--- src/rtl/add64_io_stage.sv ---
// add64_io_stage: registered operand stage, 64-bit carry-select adder, accumulator and 2-entry result FIFO.
// Optional macro ADD64_FLAGS_EN adds signed-overflow and zero flags to each FIFO entry.
module add64_io_stage (
    input  logic        clk,
    input  logic        rst_n,
    input  logic        in_valid,
    output logic        in_ready,
    input  logic [1:0]  in_op,
    input  logic [63:0] in_a,
    input  logic [63:0] in_b,
    input  logic        in_cin,
    output logic        out_valid,
    input  logic        out_ready,
    output logic [63:0] out_sum,
    output logic        out_cout,
    output logic        out_ovf,
    output logic        out_zero,
    output logic [63:0] acc_q
);
    typedef enum logic [1:0] {OP_ADD = 2'b00, OP_SUB = 2'b01, OP_ACC = 2'b10, OP_CLR = 2'b11} op_t;
    op_t         s1_op;
    logic        s1_valid, s1_cin;
    logic [63:0] s1_a, s1_b;
    logic [63:0] add_a, add_b, raw_sum, res_sum;
    logic        add_c, res_cout;
    logic [4:0]  carry;
    logic [1:0]  count;
    logic        wr_ptr, rd_ptr, push, pop, take;
    logic [63:0] sum_mem [2];
    logic        cout_mem [2];
    always_comb begin
        add_a    = (s1_op == OP_ACC) ? acc_q : s1_a;
        add_b    = (s1_op == OP_ACC) ? s1_a : (s1_op == OP_SUB) ? ~s1_b : s1_b;
        add_c    = (s1_op == OP_ADD) ? s1_cin : (s1_op == OP_SUB);
        res_sum  = (s1_op == OP_CLR) ? '0 : raw_sum;
        res_cout = (s1_op != OP_CLR) && carry[4];
    end
    // Each 16-bit block precomputes both carry-in cases; the incoming carry only selects.
    assign carry[0] = add_c;
    for (genvar g = 0; g < 4; g++) begin : blk
        logic [16:0] sum_0, sum_1;
        assign sum_0 = {1'b0, add_a[16*g +: 16]} + {1'b0, add_b[16*g +: 16]};
        assign sum_1 = {1'b0, add_a[16*g +: 16]} + {1'b0, add_b[16*g +: 16]} + 17'd1;
        assign raw_sum[16*g +: 16] = carry[g] ? sum_1[15:0] : sum_0[15:0];
        assign carry[g+1] = carry[g] ? sum_1[16] : sum_0[16];
    end
    assign out_valid = count != 2'd0;
    assign pop       = out_valid && out_ready;
    assign push      = s1_valid;
    // A slot is always reserved for S1, so S1 never has to stall.
    assign in_ready  = (count - {1'b0, pop} + {1'b0, s1_valid}) < 2'd2;
    assign take      = in_valid && in_ready;
    assign out_sum   = sum_mem[rd_ptr];
    assign out_cout  = cout_mem[rd_ptr];
    always_ff @(posedge clk or negedge rst_n) begin
        if (!rst_n) begin
            s1_valid    <= 1'b0;
            s1_op       <= OP_ADD;
            s1_a        <= '0;
            s1_b        <= '0;
            s1_cin      <= 1'b0;
            acc_q       <= '0;
            count       <= '0;
            wr_ptr      <= 1'b0;
            rd_ptr      <= 1'b0;
            sum_mem[0]  <= '0;
            sum_mem[1]  <= '0;
            cout_mem[0] <= 1'b0;
            cout_mem[1] <= 1'b0;
        end else begin
            s1_valid <= take;
            if (take) begin
                s1_op  <= op_t'(in_op);
                s1_a   <= in_a;
                s1_b   <= in_b;
                s1_cin <= in_cin;
            end
            if (push) begin
                sum_mem[wr_ptr]  <= res_sum;
                cout_mem[wr_ptr] <= res_cout;
                wr_ptr           <= ~wr_ptr;
                if (s1_op == OP_ACC || s1_op == OP_CLR) acc_q <= res_sum;
            end
            if (pop) rd_ptr <= ~rd_ptr;
            count <= count + {1'b0, push} - {1'b0, pop};
        end
    end
`ifdef ADD64_FLAGS_EN
    logic res_ovf;
    logic ovf_mem [2];
    logic zero_mem [2];
    assign res_ovf  = (s1_op != OP_CLR) && (add_a[63] == add_b[63]) && (raw_sum[63] != add_a[63]);
    assign out_ovf  = ovf_mem[rd_ptr];
    assign out_zero = zero_mem[rd_ptr];
    always_ff @(posedge clk or negedge rst_n) begin
        if (!rst_n) begin
            ovf_mem[0]  <= 1'b0;
            ovf_mem[1]  <= 1'b0;
            zero_mem[0] <= 1'b0;
            zero_mem[1] <= 1'b0;
        end else if (push) begin
            ovf_mem[wr_ptr]  <= res_ovf;
            zero_mem[wr_ptr] <= res_sum == '0;
        end
    end
`else
    assign out_ovf  = 1'b0;
    assign out_zero = 1'b0;
`endif
endmodule
--- config.mk ---
export PLATFORM = sky130hd
export DESIGN_NAME = add64_io_stage
export DESIGN_NICKNAME = d
export VERILOG_FILES = /design/src/rtl/add64_io_stage.sv
export SDC_FILE = /design/constraint.sdc
export NUM_CORES = 1
export LEC_CHECK = 0
export CAP_MARGIN = 15
export CORE_ASPECT_RATIO = 0.8
export CORE_MARGIN = 2
export CORE_UTILIZATION = 60
export DETAILED_ROUTE_END_ITERATION = 6
export PLACE_DENSITY = 0.91
export RECOVER_POWER = 25
export SYNTH_ARGS = -nofsm -noshare
export SYNTH_HDL_FRONTEND = slang
export SYNTH_SLANG_ARGS = --single-unit
--- constraint.sdc ---
create_clock -name clk -period 14.7 [get_ports clk]
set_input_delay 4.41 -clock clk [delete_from_list [all_inputs] [get_ports clk]]
set_output_delay 4.41 -clock clk [all_outputs]
set_load 0.005 [all_outputs]
==> impl_metrics.sql <==
INSERT INTO impl_metrics (metric_group, metric, value, unit) VALUES
('outcome', 'run_status', 'finished with violations', ''),
('outcome', 'failed_checks', 'capacitance limit, slew limit', ''),
('cts', 'tritoncts.num_buffers', '36', ''),
('critical_path', 'critical_path.top_delay_family', 'buffers and inverters', ''),
('routing', 'avgViaCountPerCell', '5.971', ''),
('grt', 'track_usage', '0.3125', ''),
('routing', 'wl_per_cell', '18.71', 'um'),
('routing', 'detail_route.drc_violations', '0', ''),
('flow_run', 'max-cap-violations', '4', ''),
('cts', 'buffers_inserted_by_post_cts_timing_repair', '0', ''),
('critical_path', 'cpPeakStageDelay', '0.58', 'ns'),
('synth', 'postSynthAreaPerCell', '8.746', 'um2'),
('critical_path', 'timing.critical_path.fanout_max', '3', ''),
('routing', 'dr_total_vias', '17630', ''),
('synth', 'netlist-cell-type-count', '80', ''),
('timing', 'setup_total_negative_slack', '0', 'ns'),
('cts', 'insertion_delay_to_the_later_sink_of_the_worst_skew_pair', '0.54', 'ns'),
('synth', 'synth_area', '0.02021', 'mm2'),
('synth', 'synth_top_flop_cell', 'sky130_fd_sc_hd__dfrtp_1', ''),
('critical_path', 'critPathRequiredTime', '10.29', 'ns'),
('critical_path', 'path_class', 'in2out', ''),
('synth', 'syn_warnings', '0', ''),
('timing', 'relSlewSlack', '-2.563', ''),
('placement', 'place.detailed.hpwl', '37.59', 'mm'),
('routing', 'detailroute.wirelength.met2', '26.01', 'mm'),
('routing', 'dr.pass1.iters', '7', ''),
('critical_path', 'path_common_cell', 'sky130_fd_sc_hd__ha_1', ''),
('cells_and_area', 'fin_util', '0.7257', ''),
('routing', 'highest-signal-layer', 'met4', ''),
('cts', 'clock-sinks', '330', ''),
('timing', 'max_slew.worst_pin.slew', '5.344', 'ns'),
('critical_path', 'setup.worst_path.end_class', 'output pin', ''),
('critical_path', 'worst_path_max_delay_cell', 'sky130_fd_sc_hd__clkdlybuf4s50_1', ''),
('timing', 'max_freq', '0.08970', 'GHz'),
('grt', 'grt_max_degree', '174', ''),
('timing', 'finalMaxSlewViolations', '232', ''),
('timing', 'setup_viol', '0', ''),
('timing', 'timing.clock.skew', '0.01167', 'ns'),
('cts', 'cts.htree.levels', '2', ''),
('grt', 'number_of_antenna_violations_at_the_first_check_in_global_routing', '1', ''),
('die', 'dieArea', '0.03518', 'mm2'),
('cells_and_area', 'drive_above_1_share', '0.09297', ''),
('placement', 'io_buffer_count', '265', ''),
('cts', 'post_cts_resized', '0', ''),
('synth', 'seq_area_frac_synth', '0.4086', ''),
('synth', 'synth_seq_cells', '330', ''),
('die', 'die_height', '168.2', 'um'),
('critical_path', 'path_cells', 'dlygate4sd3_1 -> and2_0 -> ha_1 -> inv_1 -> ha_1 -> xor2_1 -> xnor2_1 -> clkdlybuf4s50_1', ''),
('cts', 'hold_buffers', '0', ''),
('synth', 'number_of_synthesized_flops_with_an_enable_pin', '0', ''),
('die', 'initial_core_util', '0.6050', ''),
('timing', 'hold_violations', '0', ''),
('routing', 'wl_met3', '4.386', 'mm'),
('cells_and_area', 'layout.filler_cells', '2300', ''),
('critical_path', 'critPathLaunchType', 'input port', ''),
('die', 'core.rowCount', '60', ''),
('grt', 'first_global_vias', '17570', ''),
('grt', 'first_pass_grt_wire_length', '89.17', 'mm'),
('cts', 'clock_tree.root_cell', 'sky130_fd_sc_hd__clkbuf_16', ''),
('synth', 'asyncSetResetFlopFracSynth', '1.000', ''),
('routing', 'route.final.wire_length', '55.23', 'mm'),
('timing', 'timing.final.crit_share', '0.7584', ''),
('routing', 'drt_first_iter_violations', '1673', ''),
('timing', 'grt_setup_unrepaired', 'no', ''),
('die', 'boundaryPins', '268', ''),
('cts', 'ctsLongestPathBuffers', '3', ''),
('timing', 'period_needed', '11.15', 'ns'),
('cts', 'tritoncts', 'yes', ''),
('critical_path', 'arrival', '6.74', 'ns'),
('routing', 'route.layer.met1.wl', '23.33', 'mm'),
('die', 'fp.dieW', '209.2', 'um'),
('grt', 'grt_overflow', '0', ''),
('placement', 'gp_routability_congestion', '0.9088', ''),
('cells_and_area', 'nets', '2701', ''),
('worst_hold_path', 'hold_class', 'reg2reg', ''),
('die', 'core', '0.03341', 'mm2'),
('cts', 'clock_pin_slew_on_the_worst_setup_and_hold_paths', '0.06', 'ns'),
('critical_path', 'count_of_buffering_cells_on_the_critical_path_with_inverters_included', '3', ''),
('synth', 'netlist_instances', '2311', ''),
('routing', 'final_antenna_net_count', '0', ''),
('cells_and_area', 'area_growth', '19.95', '%');
[logic make-up after synthesis]
group / count (synthesis) / share of synthesized area
multiplexers: 201 / 0.1078
other: 1 / 0.0001855
buffers and inverters: 179 / 0.03429
adder cells (fa/ha/maj): 74 / 0.04729
flip-flops: 330 / 0.4086
AND/OR/NAND/NOR: 898 / 0.1844
XOR/XNOR: 178 / 0.07856
AO/OA/AOI/OAI: 450 / 0.1390
[per-stage QoR]
| step | hold WS [ns] | cell area [um2] | setup WS (ns) | std cells |
|---|---|---|---|---|
| global placement | 0.4539 | 23030 | 3.797 | 2885 |
| CTS | 0.4744 | 24210 | 3.711 | 2948 |
| detailed placement | 0.4603 | 23030 | 3.716 | 2885 |
| floorplan | 0.4418 | 20220 | 4.895 | 2312 |
| finish | 0.4751 | 24240 | 3.552 | 2952 |
| global route | 0.4927 | 24240 | 2.525 | 2952 |
[metal layers]
metal | GRT usage | vias up
met4 | 0.1130 | 0
met5 | 0 | -
met1 | 0.4200 | 8606
met2 | 0.5135 | 691
li1 | - | 8215
met3 | 0.05335 | 113
[cells in the final DEF, fill, tap and decap left out, types with 37 or more instances in the layout]
master,synthesis,final
sky130_fd_sc_hd__a21oi_1,47,47
sky130_fd_sc_hd__clkbuf_16,0,37
sky130_fd_sc_hd__clkdlybuf4s50_1,0,263
sky130_fd_sc_hd__dfrtp_1,330,328
sky130_fd_sc_hd__ha_1,70,70
sky130_fd_sc_hd__inv_1,40,40
sky130_fd_sc_hd__mux2_2,133,132
sky130_fd_sc_hd__mux2i_1,68,68
sky130_fd_sc_hd__nand2_1,709,706
sky130_fd_sc_hd__nor2_1,58,58
sky130_fd_sc_hd__o21ai_0,210,210
sky130_fd_sc_hd__o31ai_1,58,58
sky130_fd_sc_hd__xnor2_1,133,133
sky130_fd_sc_hd__xor2_1,42,42
[final cells by class]
class / instances / area [um2] / area share
multi-input combinational: 1803 / 11300 / 0.4659
timing repair buffer: 279 / 2798 / 0.1154
antenna: 1 / 2.502 / 0.0001032
clock buffer: 53 / 1096 / 0.04521
clock inverter: 10 / 83.83 / 0.003458
tap: 434 / 543.0 / 0.02240
sequential: 330 / 8265 / 0.3409
inverter: 42 / 160.2 / 0.006606
[sequential cells by signal (all words and copies together), names as in the netlist]
signal	cells
acc_q	64
count	2
cout_mem	2
push	1
rd_ptr	1
s1_a	64
s1_b	64
s1_cin	1
s1_op	2
sum_mem	128
wr_ptr	1
[path summary, 6_finish.rpt]
| check | startpoint | endpoint | depth (start not counted) | slack [ns] |
|---|---|---|---|---|
| hold reg to reg | sum_mem[48] | sum_mem[48] | 2 | 0.48 |
| hold / removal | sum_mem[48] | sum_mem[48] | 2 | 0.48 |
| max in group asynchronous | rst_n | s1_a[29] | 2 | 3.96 |
| setup reg to reg | s1_op[1] | acc_q[57] | 19 | 4.09 |
| setup / recovery | out_ready | in_ready | 8 | 3.55 |
| min in group asynchronous | rst_n | s1_a[2] | 1 | 5.80 |
[synthesized netlist by cell type, drive strengths merged, types with 10 or more instances]
master    n  share of area
xnor2   134          0.058
o21bai   10         0.0037
nand2b   12         0.0037
a21o     24         0.0089
mux2i    68          0.034
and3     11         0.0034
nor2     59          0.011
nand2   709           0.13
o31ai    59          0.023
xor2     43          0.019
a21oi    48          0.012
a31oi    11         0.0034
ha       70          0.043
clkbuf  105          0.019
inv      42         0.0078
o21a     16         0.0059
mux2    133          0.074
nor3     21         0.0054
and2     11         0.0034
o211ai   13         0.0048
o21ai   220          0.054
nand3    24         0.0059
dfrtp   330           0.41
buf      32         0.0070
[worst reg2reg max path: cells and delay by family, from the launching register on]
kind	cells	cell delay, ns
AO/OA/AOI/OAI	7	2.67
buffers and inverters	2	0.33
XOR/XNOR	2	0.74
flip-flops	1	1.72
AND/OR/NAND/NOR	5	3.86
multiplexers	1	0.53
adder cells (fa/ha/maj)	2	0.60
Power is left out: the tool's default activity adds up to more than one toggle a clock period on the data nets, which glitch-free logic cannot reach.
